$ cat src/rtl/ssd_pkg.sv
// Shared definitions for the seven-segment display arbiter.
// Holds the display constants, the arbiter state encoding and small helpers
// for priority selection, requester slice selection and digit/anode mapping.
package ssd_pkg;

    localparam logic [3:0]  CHAR_DASH  = 4'hA;
    localparam logic [3:0]  AN_OFF     = 4'b1111;
    localparam int unsigned NUM_DIGITS = 4;
    localparam int unsigned NUM_REQ    = 3;
    localparam logic [15:0] DASH_FRAME = {NUM_DIGITS{CHAR_DASH}};

    typedef enum logic {
        IDLE,
        OWNED
    } state_t;

    // One-hot of the lowest-index set bit; bit 0 is the highest priority.
    function automatic logic [2:0] pick_highest(input logic [2:0] r);
        logic [2:0] g;
        g = '0;
        if (r[0])      g = 3'b001;
        else if (r[1]) g = 3'b010;
        else if (r[2]) g = 3'b100;
        return g;
    endfunction

    // Characters of the one-hot owner; dashes when nobody owns the display.
    function automatic logic [15:0] owner_slice(input logic [2:0]  g,
                                                input logic [47:0] d);
        logic [15:0] s;
        case (g)
            3'b001:  s = d[15:0];
            3'b010:  s = d[31:16];
            3'b100:  s = d[47:32];
            default: s = DASH_FRAME;
        endcase
        return s;
    endfunction

    // Active-low anode pattern; digit 0 is the leftmost.
    function automatic logic [3:0] anode_for(input logic [1:0] p);
        logic [3:0] a;
        case (p)
            2'd0:    a = 4'b0111;
            2'd1:    a = 4'b1011;
            2'd2:    a = 4'b1101;
            default: a = 4'b1110;
        endcase
        return a;
    endfunction

    // Character for a digit position; digit 0 takes the top nibble.
    function automatic logic [3:0] digit_of(input logic [15:0] f,
                                            input logic [1:0]  p);
        logic [3:0] c;
        case (p)
            2'd0:    c = f[15:12];
            2'd1:    c = f[11:8];
            2'd2:    c = f[7:4];
            default: c = f[3:0];
        endcase
        return c;
    endfunction

endpackage

$ cat src/rtl/ssd_refresh_timer.sv
// Digit-scan timing for the seven-segment display.
// A prescaler counts 0..REFRESH_DIV-1; tick is high while it sits on the
// last count. The digit pointer advances on every tick and wraps 3->0; the
// tick that takes it from 3 to 0 is the frame boundary.
//   clk, reset : system clock, asynchronous active-high reset
//   tick       : one-cycle strobe at the end of each digit slot
//   boundary   : tick that closes a full frame (ptr == 3)
//   ptr        : current digit index, reset value 3
module ssd_refresh_timer #(
    parameter int unsigned REFRESH_DIV = 50000
) (
    input  logic       clk,
    input  logic       reset,
    output logic       tick,
    output logic       boundary,
    output logic [1:0] ptr
);

    localparam int unsigned       CW       = $clog2(REFRESH_DIV);
    localparam logic [CW-1:0]     CNT_LAST = CW'(REFRESH_DIV - 1);

    logic [CW-1:0] cnt;

    assign tick     = (cnt == CNT_LAST);
    assign boundary = tick && (ptr == 2'd3);

    always_ff @(posedge clk or posedge reset) begin
        if (reset) begin
            cnt <= '0;
            ptr <= 2'd3;
        end else if (tick) begin
            cnt <= '0;
            ptr <= ptr + 2'd1;
        end else begin
            cnt <= cnt + CW'(1);
        end
    end

endmodule

$ cat src/rtl/ssd_display_arbiter.sv
// Seven-segment display arbiter.
// Shares a 4-digit display between three requesters with strict priority
// (req[0] highest) and a minimum ownership time of HOLD_FRAMES frames.
// Requests are sampled only at frame boundaries; the owner's characters are
// latched once per frame and scanned out one digit per REFRESH_DIV cycles.
// With no owner, four dashes are shown.
//   clk, reset  : system clock, asynchronous active-high reset
//   req         : request lines, req[0] highest priority
//   req_data    : requester n drives [16n+15:16n], top nibble is leftmost
//   AN          : active-low anode enables, 1111 until the first boundary
//   char_code   : character for the enabled digit, to the segment decoder
//   grant       : one-hot owner, 000 when idle
//   frame_start : one-cycle pulse after each frame boundary edge
module ssd_display_arbiter
    import ssd_pkg::*;
#(
    parameter int unsigned REFRESH_DIV = 50000,
    parameter int unsigned HOLD_FRAMES = 64
) (
    input  logic        clk,
    input  logic        reset,
    input  logic [2:0]  req,
    input  logic [47:0] req_data,
    output logic [3:0]  AN,
    output logic [3:0]  char_code,
    output logic [2:0]  grant,
    output logic        frame_start
);

    localparam int unsigned   HW       = $clog2(HOLD_FRAMES + 1);
    localparam logic [HW-1:0] HOLD_MAX = HW'(HOLD_FRAMES);

    logic        tick;
    logic        boundary;
    logic [1:0]  ptr;
    logic [1:0]  ptr_nxt;

    state_t      state,    state_nxt;
    logic [2:0]  grant_nxt;
    logic [HW-1:0] hold_cnt, hold_nxt;
    logic [15:0] frame_buf, frame_buf_nxt;

    logic [2:0]  others;
    logic        owner_req;

    ssd_refresh_timer #(
        .REFRESH_DIV (REFRESH_DIV)
    ) u_timer (
        .clk      (clk),
        .reset    (reset),
        .tick     (tick),
        .boundary (boundary),
        .ptr      (ptr)
    );

    assign ptr_nxt   = ptr + 2'd1;
    assign others    = req & ~grant;
    assign owner_req = |(req & grant);

    always_ff @(posedge clk or posedge reset) begin
        if (reset) begin
            state     <= IDLE;
            grant     <= '0;
            hold_cnt  <= '0;
            frame_buf <= DASH_FRAME;
        end else begin
            state     <= state_nxt;
            grant     <= grant_nxt;
            hold_cnt  <= hold_nxt;
            frame_buf <= frame_buf_nxt;
        end
    end

    // Arbitration only happens on boundary cycles, so outside them every
    // next-state value simply holds.
    always_comb begin
        state_nxt     = state;
        grant_nxt     = grant;
        hold_nxt      = hold_cnt;
        frame_buf_nxt = frame_buf;
        if (boundary) begin
            unique case (state)
                IDLE: begin
                    if (|req) begin
                        state_nxt = OWNED;
                        grant_nxt = pick_highest(req);
                        hold_nxt  = '0;
                    end
                end
                OWNED: begin
                    if (!owner_req) begin
                        // Owner let go: release regardless of hold time.
                        hold_nxt = '0;
                        if (|others) begin
                            grant_nxt = pick_highest(others);
                        end else begin
                            state_nxt = IDLE;
                            grant_nxt = '0;
                        end
                    end else if (hold_cnt < HOLD_MAX) begin
                        hold_nxt = hold_cnt + HW'(1);
                    end else if (|others) begin
                        grant_nxt = pick_highest(others);
                        hold_nxt  = '0;
                    end
                end
                default: begin
                    state_nxt = IDLE;
                    grant_nxt = '0;
                    hold_nxt  = '0;
                end
            endcase
            // Reload every frame so mid-frame data changes surface at the
            // next frame; an empty grant yields the dash pattern.
            frame_buf_nxt = owner_slice(grant_nxt, req_data);
        end
    end

    // Digit 0 of a new frame reads frame_buf_nxt so the freshly granted
    // characters appear on the same edge as the grant.
    always_ff @(posedge clk or posedge reset) begin
        if (reset) begin
            AN          <= AN_OFF;
            char_code   <= CHAR_DASH;
            frame_start <= 1'b0;
        end else begin
            frame_start <= boundary;
            if (tick) begin
                AN        <= anode_for(ptr_nxt);
                char_code <= digit_of(frame_buf_nxt, ptr_nxt);
            end
        end
    end

endmodule
$ cat config.mk
export PLATFORM = sky130hd
export DESIGN_NAME = ssd_display_arbiter
export DESIGN_NICKNAME = d
export VERILOG_FILES = /design/src/rtl/ssd_pkg.sv /design/src/rtl/ssd_refresh_timer.sv /design/src/rtl/ssd_display_arbiter.sv
export SDC_FILE = /design/constraint.sdc
export NUM_CORES = 1
export LEC_CHECK = 0
export CAP_MARGIN = 20
export CORE_UTILIZATION = 42
export DETAILED_ROUTE_END_ITERATION = 16
export PLACE_DENSITY = 0.79
export RECOVER_POWER = 25
export SYNTH_ARGS = -nofsm -noshare
export SYNTH_HDL_FRONTEND = slang
export SYNTH_SLANG_ARGS = --single-unit
$ cat constraint.sdc
create_clock -name clk -period 4 [get_ports clk]
set_input_delay 0.6 -clock clk [delete_from_list [all_inputs] [get_ports clk]]
set_output_delay 0.6 -clock clk [all_outputs]
set_load 0.05 [all_outputs]
==> impl_metrics.yaml, run 1 <==
power:
  powerDensity_nw_per_um2: 248
  leakagePower_nw: 1.70
  ir_drop_mv: 0.129
setup_path:
  critPathLaunchType: "primary input"
  r2r_slack_ns: 0.92
  timing.rr.end: "char_code[3]$_DFFE_PP1N_"
  slowest_stage: "clkdlybuf4s50_1"
  path_class: "primary input to flop"
  crit_end: "char_code[3]$_DFFE_PP1N_"
  critPathArrivalTime_ns: 3.76
  startpoint: "req[0]"
  cp_max_fo: 12
  cp_num_buf_inv: 2
  worstPathRequired_ns: 4.26
  path_depth: 11
  ff2ff_path_depth: 10
  path_delay_family: "compound AO/OA/AOI/OAI gates"
  cp_slowest_stage_delay_ns: 0.59
  r2r-start: "grant[0]$_DFFE_PP0P_"
  path_cells: "clkdlybuf4s50_1 > a222oi_1 > and3b_1 > a31oi_1 > nand2_1 > nor3_2 > buf_4 > a22oi_1 > a21oi_1 > a22o_1 > o221a_2"
  cp-end-kind: "flop"
routing:
  wl_met2_um: 3870
  routed-wl-met3_um: 556
  wl_per_cell_um: 15.8
  dr.pass1.iters: 4
  drc_errors: 0
  vias: 2895
  topRoutingLayerUsed: "met4"
  ant_nets: 0
  routedLengthMet1_um: 3430
  drt_wl_total_um: 8030
  drt-initial-drc-count: 240
  vias_per_cell: 5.71
die:
  die-area_um2: 7870
  ios: 65
  die_y_um: 88.7
  die_w_um: 88.7
  start_util: 0.435
  core_area_um2: 7250
  num_rows: 31
clock_network:
  cts_tree: "done"
  clk_latency_ns: 0.32
  cts_buffers: 5
  cts_max_level: 2
  cts.sink_count: 54
  cts_root_buf: "clkbuf_8"
  cts.hold.buffers_added: 0
  cts_resized: 0
  path_clk_slew_ns: 0.11
  postCtsSetupBuffers: 0
  cts.path.max_buffers: 2
timing:
  finalCritPeriodShare: 0.875
  slew_headroom: 0.257
  rsz0062_at_grt: "false"
  maxSlewViolCount: 0
  fin_setup_tns_ns: 0
  hold_ws_ns: 0.473
  worst_pin_slew_ns: 1.11
  setup_ws_ns: 0.501
  hold_viol_final: 0
  fmax_mhz: 286
  setup_violations: 0
  period_needed_ns: 3.50
  clock_skew_ns: 0.0124
place:
  dp_slack_ns: 0.234
  place_area_um2: 3930
  portBuffers: 64
  dp_hpwl_um: 6070
  gp_congestion: 0.920
global_routing:
  antenna_found_initial: 0
  track_usage: 0.222
  grt_pass1_vias: 2818
  grt_max_degree: 29
  grt_overflow: 0
  grt_first_pass_wirelength_um: 13500
final_layout:
  multi_input_area_um2: 1690
  nets: 469
  diodes: 0
  nFillCells: 650
  stdcell_area_um2: 4020
  drive_above_1_share: 0.105
  seq_area_um2: 1370
  synthToLayoutAreaGrowth_pct: 27.4
  fin_util: 0.554
logic_synthesis:
  synth_area_leader_cell: "dfrtp_1"
  synthCells: 343
  synth_nets: 405
  synthTopCellsByArea: "dfrtp_1 (30%), dfstp_2 (13%), o21ai_0 (4.8%), a22oi_1 (4.5%), a22o_1 (4.4%)"
  netlist.area_leader.share: 0.301
  avgSynthCellArea_um2: 9.20
  synth_ff_type: "dfrtp_1"
  synth_seq_cells: 54
  synth.cell_area_um2: 3160
  yosysSeqAreaShare: 0.434
  synthArstFlopShare: 1.00
  synthDistinctLibCells: 54
  yosysWarnings: 0
  synth_edf_count: 0
hold_path:
  hp-class: "flop to flop"
run_status:
  status: "completed"
flow_run:
  maxCapViolCount: 0
==> Yosys cell counts (2+ instances only) <==
cell type,n
o2bb2ai_1,2
and2_1,8
a222oi_1,3
nor3_1,5
nor4b_1,2
xor2_1,8
a31oi_1,3
xnor2_1,7
ha_1,9
a22oi_1,19
o21a_1,2
o211a_1,2
a22o_1,16
and3_1,6
dfrtp_1,38
nand3_1,15
o21ai_0,30
a21o_1,4
o31ai_1,4
o22ai_1,4
nor2b_1,5
or2_2,2
nand2b_1,7
nor2_1,34
inv_1,5
clkbuf_1,10
nand2_1,29
dfstp_2,16
a31o_2,3
a21oi_1,17
buf_2,5
==> power by group <==
| part | total (mW) | internal (mW) | switching (mW) |
|---|---|---|---|
| Combinational | 0.134 | 0.0751 | 0.0590 |
| Sequential | 0.555 | 0.552 | 0.00262 |
| Clock | 0.310 | 0.123 | 0.186 |
| Total | 0.999 | 0.751 | 0.248 |
==> area by class of cell <==
| class | count | area share |
|---|---|---|
| flip-flops and latches | 54 | 0.341 |
| clock buffers | 5 | 0.0171 |
| multi-input cells | 267 | 0.420 |
| clock inverters | 3 | 0.00529 |
| well taps | 99 | 0.0308 |
| repair buffers | 74 | 0.181 |
| inverters | 5 | 0.00467 |
==> logic make-up after synthesis <==
kind of cell / after synthesis / synth area share
XOR/XNOR: 15 / 0.0416
flip-flops: 54 / 0.434
buffers and inverters: 22 / 0.0305
adder cells (fa/ha/maj): 9 / 0.0357
AND/OR/NAND/NOR: 124 / 0.195
AO/OA/AOI/OAI: 119 / 0.262
==> stage by stage <==
step                      std cells  power (mW)
after floorplan                 343       0.624
after global placement          498       0.694
after detailed placement        499       0.698
after CTS                       507        1.01
after global routing            507        1.04
final                           507       0.999
==> state kept, by name, summed over array words and instances (netlist names) <==
name / count
u_timer.cnt: 16
AN: 4
char_code: 4
state: 1
frame_start: 1
hold_cnt: 7
frame_buf: 16
grant: 3
u_timer.ptr: 2
==> worst min-delay path by stage <==
stage | start | to | slack, ns | cells after the start
5_1_grt | AN[2]$_DFFE_PP1N_ | AN[2]$_DFFE_PP1N_ | 0.51 | 2
2_1_floorplan | u_timer.cnt[0]$_DFF_PP0_ | u_timer.cnt[0]$_DFF_PP0_ | 0.43 | 1
3_3_place_gp | u_timer.cnt[0]$_DFF_PP0_ | u_timer.cnt[0]$_DFF_PP0_ | 0.44 | 1
6_report | u_timer.cnt[0]$_DFF_PP0_ | u_timer.cnt[0]$_DFF_PP0_ | 0.47 | 1
4_1_cts | u_timer.cnt[0]$_DFF_PP0_ | u_timer.cnt[0]$_DFF_PP0_ | 0.48 | 1
3_5_place_dp | u_timer.cnt[0]$_DFF_PP0_ | u_timer.cnt[0]$_DFF_PP0_ | 0.46 | 1
==> per-layer routing <==
metal / vias up / track usage
li1: 1387 / -
met1: 1390 / 0.290
met2: 101 / 0.364
met3: 17 / 0.0429
met4: 0 / 0.0836
met5: - / 0
==> placed cells by master (no fill, tap or decap), types with 2 or more instances in the layout <==
cell              n
a21o_1            4
a21oi_1          17
a222oi_1          3
a22o_1           16
a22oi_1          19
a31o_2            3
a31oi_1           3
and2_1            8
and3_1            6
buf_4             9
clkbuf_8          5
clkdlybuf4s50_1  63
dfrtp_1          38
dfstp_2          16
ha_1              9
inv_1             5
nand2_1          29
nand2b_1          7
nand3_1          15
nor2_1           34
nor2b_1           5
nor3_1            5
nor4b_1           2
o211a_1           2
o21a_1            2
o21ai_0          30
o22ai_1           4
o2bb2ai_1         2
o31ai_1           4
or2_2             2
xnor2_1           7
xor2_1            8
Note: power is estimated with default switching activity, not from simulation.
==> run 2, diff against run 1 <==
--- a/config.mk
+++ b/config.mk
@@ -6,9 +6,10 @@
 export NUM_CORES = 1
 export LEC_CHECK = 0
 export CAP_MARGIN = 20
-export CORE_UTILIZATION = 42
+export CORE_UTILIZATION = 52
+export CTS_BUF_LIST = sky130_fd_sc_hd__clkbuf_4 sky130_fd_sc_hd__clkbuf_8 sky130_fd_sc_hd__clkbuf_16
 export DETAILED_ROUTE_END_ITERATION = 16
-export PLACE_DENSITY = 0.79
+export PLACE_DENSITY = 0.92
 export RECOVER_POWER = 25
 export SYNTH_ARGS = -nofsm -noshare
 export SYNTH_HDL_FRONTEND = slang
==> run 2 against run 1 <==
Against the previous run: clock skew rose by 0.0017 ns; design area fell by 1.1%; the flow now finishes with violations (max-capacitance violations, max-slew violations); final cell count fell by 4.9%; critical path depth fell by 1; fmax fell by 2.4%; utilization rose by 12 points; routed wire length rose by 2.3%; worst hold slack got worse by 0.0049 ns; first-iteration DRC count rose by 1.7%; clock power rose by 5%.
==> impl_metrics.yaml, run 2 (same netlist as run 1, synthesis figures left out) <==
run_status:
  status: "finished, violations left"
  violations: "max-capacitance violations, max-slew violations"
power:
  power_switching_mw: 0.255
  powerDensity_nw_per_um2: 255
  ir_drop_mv: 0.218
  p_int_mw: 0.757
  seqPwrFrac: 0.548
  p_clk_frac: 0.320
  combPwrFrac: 0.132
  leakagePower_nw: 1.70
  sw_frac_of_total: 0.252
final_layout:
  drive_above_1_share: 0.103
  nFillCells: 450
  diodes: 0
  final_cell_mix: "clkdlybuf4s50_1 (63), dfrtp_1 (38), nor2_1 (34), o21ai_0 (30), nand2_1 (29)"
  layout_commonest_cell: "clkdlybuf4s50_1"
  synthToLayoutAreaGrowth_pct: 26.0
  stdcell_area_um2: 3980
  largest_registers: "frame_buf x16, u_timer.cnt x16, hold_cnt x7"
  nets: 468
timing:
  clock_skew_ns: 0.0142
  fin_setup_tns_ns: 0
  fmax_mhz: 279
  setup_violations: 0
  rsz0062_at_grt: "false"
  hold_viol_final: 0
  finalCritPeriodShare: 0.897
  worst_pin_slew_ns: 1.51
  slew_headroom: -0.00771
  maxSlewViolCount: 42
  hold_ws_ns: 0.468
  period_needed_ns: 3.59
routing:
  vias_per_cell: 6.28
  vias: 3029
  dr.pass1.iters: 5
  drt_wl_total_um: 8210
  wl_per_cell_um: 17.0
  ant_nets: 0
  drc_errors: 0
  drt-initial-drc-count: 244
clock_network:
  path_clk_slew_ns: 0.11
  cts.path.max_buffers: 2
  cts_root_buf: "clkbuf_8"
  cts_tree: "done"
  cts_buffers: 5
  clk_latency_ns: 0.32
  postCtsSetupBuffers: 0
  cts_resized: 0
  cts.hold.buffers_added: 0
  cts.sink_count: 54
  cts_max_level: 2
global_routing:
  grt_max_degree: 42
  grt_first_pass_wirelength_um: 13700
  grt_overflow: 0
  track_usage: 0.277
  grt_pass1_vias: 2979
  antenna_found_initial: 0
flow_run:
  maxCapViolCount: 1
place:
  gp_congestion: 1.02
  portBuffers: 64
  dp_hpwl_um: 6120
  place_area_um2: 3880
die:
  die_y_um: 79.9
  start_util: 0.536
  die_w_um: 79.9
  num_rows: 28
  ios: 65
  die-area_um2: 6390
  core_area_um2: 5890
setup_path:
  worstPathRequired_ns: 4.25
  startpoint: "req[0]"
  cp_max_fo: 13
  critPathArrivalTime_ns: 3.84
  cp-end-kind: "flop"
  path_class: "primary input to flop"
  critPathLaunchType: "primary input"
  r2r-start: "grant[0]$_DFFE_PP0P_"
hold_path:
  worstHoldStart: "u_timer.cnt[0]$_DFF_PP0_"
  hp-class: "flop to flop"
==> run 2: changes by cell type in the layout (fill, tap and decap cells not counted) <==
cell        delta
inv_6          +1
clkinv_2       -1
inv_8          +1
clkinvlp_4     -1
buf_12         -1
==> run 2: worst paths after layout <==
kind | end | slack (ns) | cells past startpoint
worst max-delay path | char_code[1]$_DFFE_PP1N_ | 0.41 | 10
worst min-delay path | u_timer.cnt[0]$_DFF_PP0_ | 0.47 | 1
worst max register to register | char_code[1]$_DFFE_PP1N_ | 0.84 | 9
worst min register to register | u_timer.cnt[0]$_DFF_PP0_ | 0.47 | 1
max in group asynchronous | frame_buf[1]$_DFF_PP1_ | 1.80 | 3
min in group asynchronous | u_timer.cnt[14]$_DFF_PP0_ | 1.17 | 2
==> run 2: critical path, stage by stage <==
cell and delay [ns]:
clkdlybuf4s50_1 0.60, a222oi_1 0.48, and3b_1 0.24, a31oi_1 0.24, nand2_1 0.25, xnor2_1 0.25, o211a_1 0.40, a21oi_1 0.11
or4_1 0.52, o221a_1 0.14
==> run 2: layer usage <==
metal	vias up	GRT usage	wire (µm)	share of wire
met1	1458	0.351	3340	0.41
met5	-	0	0	0
met3	29	0.0366	526	0.064
met4	0	0.0964	194	0.024
li1	1392	-	-	-
met2	150	0.482	4150	0.51
==> run 2: cell type report <==
class                           count  area (µm²)  share of cell area
Sequential cell                    54        1370               0.345
Timing Repair Buffer               73         708               0.178
Multi-Input combinational cell    267        1690               0.425
Tap cell                           75        93.8              0.0236
Clock buffer                        5        68.8              0.0173
Clock inverter                      3        28.8             0.00723
Inverter                            5        18.8             0.00472
==> run 2: through the flow <==
step	total power [mW]	setup slack [ns]	instances	utilization
after floorplan	0.624	0.911	343	-
after detailed placement	0.697	0.213	474	0.659
after CTS	1.01	0.537	482	0.676
after global routing	1.05	0.218	482	0.676
final	1.01	0.413	482	0.676
after global placement	0.694	0.382	474	0.659
==> run 2: power by group through the flow <==
stage | registers (mW) | clock network [mW] | logic, mW
CTS | 0.555 | 0.327 | 0.133
global placement | 0.565 | 0 | 0.129
finish | 0.555 | 0.324 | 0.134
detailed placement | 0.564 | 0 | 0.133
global route | 0.556 | 0.349 | 0.145
floorplan | 0.564 | 0 | 0.0599
==> run 3, diff against run 2 <==
--- a/config.mk
+++ b/config.mk
@@ -14,3 +14,4 @@
 export SYNTH_ARGS = -nofsm -noshare
 export SYNTH_HDL_FRONTEND = slang
 export SYNTH_SLANG_ARGS = --single-unit
+export TNS_END_PERCENT = 1
==> results of run 3 <==
Same layout as run 2: the final DEF is identical, and so are final timing and power.
